===== config.mk =====
export PLATFORM = sky130hd
export DESIGN_NAME = left_shift_seq_flat
export DESIGN_NICKNAME = d
export VERILOG_FILES = /design/src/rtl/left_shift_seq_pkg.sv /design/src/rtl/left_shift_seq_if.sv /design/src/rtl/left_shift_seq_stage.sv /design/src/rtl/left_shift_seq.sv /design/src/flat_wrapper.sv
export SDC_FILE = /design/constraint.sdc
export NUM_CORES = 1
export LEC_CHECK = 0
export ABC_AREA = 1
export CAP_MARGIN = 20
export CORE_MARGIN = 2
export CORE_UTILIZATION = 47
export DETAILED_ROUTE_END_ITERATION = 10
export PLACE_DENSITY_LB_ADDON = 0.08
export SYNTH_ARGS = -nofsm -noshare
export SYNTH_HDL_FRONTEND = slang
export SYNTH_SLANG_ARGS = --single-unit

===== constraint.sdc =====
create_clock -name clk -period 1.5 [get_ports clk]
set_clock_uncertainty 0.05 [all_clocks]
set_input_delay 0.225 -clock clk [delete_from_list [all_inputs] [get_ports clk]]
set_output_delay 0.225 -clock clk [all_outputs]
set_load 0.005 [all_outputs]

===== src/rtl/left_shift_seq_pkg.sv =====
// Shared shifter definitions: FSM state encoding, default operand width
// and the helper that sizes the shift-amount field from the operand width.
package shifter_pkg;

    typedef enum logic [0:0] {
        IDLE  = 1'b0,
        SHIFT = 1'b1
    } state_t;

    localparam int DEF_WIDTH = 16;

    // Shift-amount width needed to express every distance below WIDTH
    function automatic int amt_width(input int width);
        return $clog2(width);
    endfunction

endpackage


===== src/rtl/left_shift_seq_if.sv =====
// Request/result bundle of the sequential left shifter.
// master drives the request side, slave is the shifter itself.
interface left_shift_seq_if
    import shifter_pkg::*;
#(
    parameter int WIDTH = DEF_WIDTH,
    parameter int AMT_W = amt_width(WIDTH)
) ();

    logic             strt;
    logic [WIDTH-1:0] src;
    logic [AMT_W-1:0] amt;
    logic             rot;
    logic [WIDTH-1:0] res;
    logic             busy;
    logic             done;

    modport master (
        output strt, src, amt, rot,
        input  res, busy, done
    );

    modport slave (
        input  strt, src, amt, rot,
        output res, busy, done
    );

endinterface


===== src/rtl/left_shift_seq_stage.sv =====
// left_shift_stage: one combinational power-of-two left shift stage.
// Shifts data left by 2^stage, zero filled; when LEFT_SHIFT_ROT_EN is
// defined and rot is set, the bits leaving the MSB wrap into the LSBs.
module left_shift_stage
    import shifter_pkg::*;
#(
    parameter int WIDTH = DEF_WIDTH,
    parameter int AMT_W = amt_width(WIDTH)
) (
    input  logic [WIDTH-1:0] data,
    input  logic [AMT_W-1:0] stage,
    input  logic             rot,
    output logic [WIDTH-1:0] shifted
);

    logic [31:0]      dist_s;
    logic [WIDTH-1:0] shl_s;

`ifdef LEFT_SHIFT_ROT_EN
    logic [WIDTH-1:0] wrap_s;
`else
    // Logical-only build: the mode input has no function
    logic unused_rot_s;
    assign unused_rot_s = rot;
`endif

    // Form the stage distance, the zero-filled shift and optional wrap-in
    always_comb begin
        dist_s = 32'd1 << stage;
        shl_s  = data << dist_s;
`ifdef LEFT_SHIFT_ROT_EN
        // dist_s is at most WIDTH/2, so this shift never reaches WIDTH
        wrap_s = data >> (32'(WIDTH) - dist_s);
        if (rot) begin
            shifted = shl_s | wrap_s;
        end else begin
            shifted = shl_s;
        end
`else
        shifted = shl_s;
`endif
    end

endmodule


===== src/rtl/left_shift_seq.sv =====
// left_shift_seq: sequential left shifter/rotator.
// Captures an operand and amount on strt, then applies one power-of-two
// stage per clock for each set bit of the amount (lowest first) and
// publishes the result with a one-cycle done pulse.
// Optional rotate support: define LEFT_SHIFT_ROT_EN.
module left_shift_seq
    import shifter_pkg::*;
#(
    parameter int WIDTH = DEF_WIDTH
) (
    input logic           clk,
    input logic           rst,
    left_shift_seq_if.slave bus
);

    localparam int AMT_W = amt_width(WIDTH);

    state_t           state_r, state_s;
    logic [WIDTH-1:0] data_r, data_s;
    logic [WIDTH-1:0] res_r, res_s;
    logic [WIDTH-1:0] stage_out_s;
    logic [AMT_W-1:0] rem_r, rem_s;
    logic [AMT_W-1:0] lsb_idx_s;
    logic             busy_r, busy_s;
    logic             done_r, done_s;
    logic             accept_s;
    logic             stage_rot_s;

    // A request is only taken while idle; strt while busy is dropped
    always_comb begin
        accept_s = (state_r == IDLE) && bus.strt;
    end

    // Index of the lowest set bit of the remaining amount
    always_comb begin
        lsb_idx_s = {AMT_W{1'b0}};
        for (int i = AMT_W - 1; i >= 0; i--) begin
            lsb_idx_s = rem_r[i] ? AMT_W'(i) : lsb_idx_s;
        end
    end

`ifdef LEFT_SHIFT_ROT_EN
    logic rot_r;

    // Latch the rotate mode together with the operand
    always_ff @(posedge clk) begin
        if (rst) begin
            rot_r <= 1'b0;
        end else if (accept_s) begin
            rot_r <= bus.rot;
        end else begin
            rot_r <= rot_r;
        end
    end

    assign stage_rot_s = rot_r;
`else
    // Logical-only build: rotate request is ignored
    logic unused_rot_s;
    assign unused_rot_s = bus.rot;
    assign stage_rot_s  = 1'b0;
`endif

    left_shift_stage #(
        .WIDTH (WIDTH),
        .AMT_W (AMT_W)
    ) u_stage (
        .data    (data_r),
        .stage   (lsb_idx_s),
        .rot     (stage_rot_s),
        .shifted (stage_out_s)
    );

    // Next-state and next-output logic of the shift sequencer
    always_comb begin
        state_s = state_r;
        data_s  = data_r;
        rem_s   = rem_r;
        res_s   = res_r;
        busy_s  = busy_r;
        done_s  = 1'b0;
        case (state_r)
            IDLE: begin
                if (accept_s) begin
                    data_s  = bus.src;
                    rem_s   = bus.amt;
                    busy_s  = 1'b1;
                    state_s = SHIFT;
                end else begin
                    state_s = IDLE;
                end
            end
            SHIFT: begin
                if (rem_r != {AMT_W{1'b0}}) begin
                    data_s  = stage_out_s;
                    // Clearing the lowest set bit retires the stage just applied
                    rem_s   = rem_r & (rem_r - {{(AMT_W-1){1'b0}}, 1'b1});
                    state_s = SHIFT;
                end else begin
                    res_s   = data_r;
                    done_s  = 1'b1;
                    busy_s  = 1'b0;
                    state_s = IDLE;
                end
            end
            default: begin
                state_s = IDLE;
                busy_s  = 1'b0;
            end
        endcase
    end

    // State, datapath and output registers with synchronous reset
    always_ff @(posedge clk) begin
        if (rst) begin
            state_r <= IDLE;
            data_r  <= {WIDTH{1'b0}};
            rem_r   <= {AMT_W{1'b0}};
            res_r   <= {WIDTH{1'b0}};
            busy_r  <= 1'b0;
            done_r  <= 1'b0;
        end else begin
            state_r <= state_s;
            data_r  <= data_s;
            rem_r   <= rem_s;
            res_r   <= res_s;
            busy_r  <= busy_s;
            done_r  <= done_s;
        end
    end

    assign bus.res  = res_r;
    assign bus.busy = busy_r;
    assign bus.done = done_r;

endmodule


===== src/flat_wrapper.sv =====
// flat-port wrapper written by rule: the top's interface ports become plain ports
module left_shift_seq_flat import shifter_pkg::*;
#(
    parameter int WIDTH = DEF_WIDTH
)
  (clk, rst, bus_strt, bus_src, bus_amt, bus_rot, bus_res, bus_busy, bus_done);
  left_shift_seq_if #(.WIDTH(WIDTH)) bus_i ();
  input logic clk;
  input logic rst;
  input wire logic [$bits(bus_i.strt)-1:0] bus_strt;
  input wire logic [$bits(bus_i.src)-1:0] bus_src;
  input wire logic [$bits(bus_i.amt)-1:0] bus_amt;
  input wire logic [$bits(bus_i.rot)-1:0] bus_rot;
  output wire logic [$bits(bus_i.res)-1:0] bus_res;
  output wire logic [$bits(bus_i.busy)-1:0] bus_busy;
  output wire logic [$bits(bus_i.done)-1:0] bus_done;
  assign bus_i.strt = bus_strt;
  assign bus_i.src = bus_src;
  assign bus_i.amt = bus_amt;
  assign bus_i.rot = bus_rot;
  assign bus_res = bus_i.res;
  assign bus_busy = bus_i.busy;
  assign bus_done = bus_i.done;
  left_shift_seq #(.WIDTH(WIDTH)) u_core (.clk(clk), .rst(rst), .bus(bus_i));
endmodule

==> impl_metrics.py <==
metrics = {
    "setup_path": {
        "crit_required_ps": 1640,
        "cp_max_fo": 6,
        "end_kind": "flop",
        "start_kind": "flop",
        "cp_common_cell": "nand3_2",
        "path_cells": "o21ai_4 -> buf_6 -> clkbuf_16 -> nand3_4 -> buf_6 -> nand3_2 -> nand3_2 -> nand3_2 -> a21oi_1",
        "cp_slowest_cell": "dfxtp_4",
        "critical_path.max_stage_delay_ps": 380,
        "arrival_ps": 1870,
        "critPathKind": "reg -> reg",
    },
    "synthesis": {
        "yosysTopAreaCellShare": 0.355,
        "synth_ff_type": "dfxtp_1",
        "synth_area_leaders": "dfxtp_1 (35%), nand3_1 (18%), nand2_1 (9.0%)",
        "synth_sequential_area_ratio": 0.355,
        "yosysTopAreaCell": "dfxtp_1",
        "synth_edf_count": 0,
        "synth_common_cells": "nand3_1 (79), nand2_1 (53), dfxtp_1 (39), inv_1 (34), a21oi_1 (33)",
        "synth_most_common_cell": "nand3_1",
        "syn_area_um2": 2200,
        "synthesis.nets": 350,
        "ys_seq_elements": 39,
        "synth_cell_types": 27,
        "synth.avg_cell_area_um2": 6.75,
        "synthCells": 326,
        "ys_warn_count": 0,
        "async_flop_share": 0,
    },
    "placement": {
        "numPortBuffers": 40,
        "dp_cells": 443,
        "dp_hpwl_mm": 5.09,
        "post-place-ws_ps": -199,
        "gp_congestion": 0.905,
        "placed_area_um2": 2900,
    },
    "power_and_ir_drop": {
        "total_power_mw": 3.62,
        "p_per_area_nw_per_um2": 1010,
        "leakagePower_nw": 1.50,
        "irDropWorstVdd_v": 0.000589,
    },
    "global_routing": {
        "grt_max_degree": 18,
        "grt_pass1_wl_mm": 11.7,
        "overflow": 0,
        "gr-usage-all-layers": 0.291,
        "grt_pass1_vias": 2405,
        "antenna_found_initial": 0,
    },
    "floorplan": {
        "dieHeight_um": 72.5,
        "rows": 24,
        "chipWidth_um": 72.5,
        "initial_utilization": 0.495,
        "core_um2": 4440,
        "num_io_pins": 42,
        "dieArea_um2": 5250,
    },
    "clocking": {
        "cts-root-buf": "clkbuf_8",
        "hold_buffers": 0,
        "clkTransAtPathRegs_ps": 80,
        "clk_latency_ps": 300,
        "h-tree-depth": 2,
        "cts_buffer_depth": 2,
        "cts.sink_count": 39,
        "cts_buffers": 5,
        "cts_tree": "done",
    },
    "job": {
        "drv_cap": 0,
    },
    "detailed_routing": {
        "drtIter0Drc": 364,
        "post_drt_wl_per_cell_um": 17.8,
        "drt_wl_total_mm": 8.26,
        "drt-vias-per-instance": 6.00,
        "drc_errors": 0,
        "dr.pass1.iters": 8,
        "dr_total_vias": 2790,
        "ant_nets": 0,
    },
    "timing": {
        "final-max-slew-violation-count": 0,
        "rsz0062_at_grt": "true",
        "fin_ws_ps": -224,
        "max-slew-margin-rel": 0.778,
        "worstMarginPinSlew_ps": 331,
        "hold_violations": 0,
        "fin_crit_sh": 1.15,
        "setup_violations": 31,
        "fin_crit_ps": 1720,
        "fmax_ghz": 0.580,
    },
    "outcome": {
        "violations": "negative setup slack",
        "status": "finished, violations left",
    },
    "cells_and_area": {
        "fin_area_um2": 3590,
        "area_growth_pct": 63.0,
        "antenna_cells": 0,
        "drive_gt1_frac": 0.368,
        "nets": 436,
        "nFillCells": 319,
        "stdcell_count": 465,
    },
    "min_path": {
        "hold_path.class": "in -> reg",
    },
}
final timing paths:
path	cells after the start	endpoint	slack, ps	startpoint
worst max-delay path	9	u_core.data_r[12]	-220	u_core.rem_r[2]
worst min-delay path	3	u_core.data_r[0]	420	bus_src[0]
worst max register to register	9	u_core.data_r[12]	-220	u_core.rem_r[2]
worst min register to register	2	u_core.bus.res[9]	420	u_core.bus.res[9]
registers in the layout, summed over array words and instances (netlist names):
register,cells
u_core.bus.res,16
u_core.state_r,1
u_core.bus.busy,1
u_core.rem_r,4
u_core.bus.done,1
u_core.data_r,16
area by class of cell:
class | instances | area, µm² | share of cell area
clock buffer | 7 | 96.3 | 0.0268
clock inverter | 1 | 7.51 | 0.00209
inverter | 38 | 154 | 0.0429
multi-input combinational | 235 | 1570 | 0.437
sequential | 39 | 795 | 0.221
tap | 52 | 65.1 | 0.0181
timing repair buffer | 93 | 903 | 0.252
timing repair:
| action | CTS | global route |
|---|---|---|
| resized for setup | 37 | 86 |
| buffers inserted | 3 | 6 |
| gates cloned | 3 | 2 |
| pin swaps | 9 | 20 |
| endpoints found under the setup margin | 28 | 33 |
power by group:
| part | switching [mW] | total (mW) | internal (mW) |
|---|---|---|---|
| sequential | 0.0840 | 1.21 | 1.12 |
| combinational | 0.919 | 1.60 | 0.683 |
| clock | 0.392 | 0.811 | 0.418 |
cells in the final DEF (no fill, tap or decap), types with 2 or more instances in the layout:
cell type and instances:
nor2_4 3, o21ai_1 14, buf_4 39, o21ai_4 2, dfxtp_2 2, nand2_1 42
nand2_8 6, nand3_2 38, o21ai_2 2, a221oi_1 2, a21oi_2 6, o21ai_0 15
clkbuf_8 7, clkdlybuf4s50_1 40, dfxtp_1 34, inv_2 6, dfxtp_4 3, o22ai_1 2
a21oi_1 26, nand3_1 44, buf_12 4, inv_1 28, nand2_2 12, nand3_4 2
clkinvlp_4 2, nand2_4 3, buf_6 7, nand4_1 4, nor2_1 8
worst max-delay path, delay by kind of cell, from the launching register on:
kind | cells | cell delay [ps]
and+or+nand+nor | 4 | 380
DFF | 1 | 380
AOI/OAI and AO/OA | 2 | 380
buffers and inverters | 3 | 430
metrics by stage:
step	hold WS (ps)	util	TNS, ps
after global routing	441	0.808	-5180
after detailed placement	415	0.652	-1910
after CTS	420	0.719	-613
after global placement	413	0.652	-1210
after floorplan	270	-	0
final	417	0.808	-3030
metal layers:
layer,global-route usage,part of all wire,vias to the layer above
met3,0.0556,0.093,39
li1,-,-,1288
met5,0,0,-
met1,0.377,0.39,1278
met4,0.101,0.041,0
met2,0.485,0.48,185
cell families (layout without fill, tap and decap cells):
| kind of cell | count (synthesis) | after routing | synth area share |
|---|---|---|---|
| compound gates | 72 | 72 | 0.174 |
| flops | 39 | 39 | 0.355 |
| buf+inv | 55 | 139 | 0.115 |
| simple gates | 160 | 163 | 0.356 |
No activity file was read; power rests on OpenSTA's default activity.
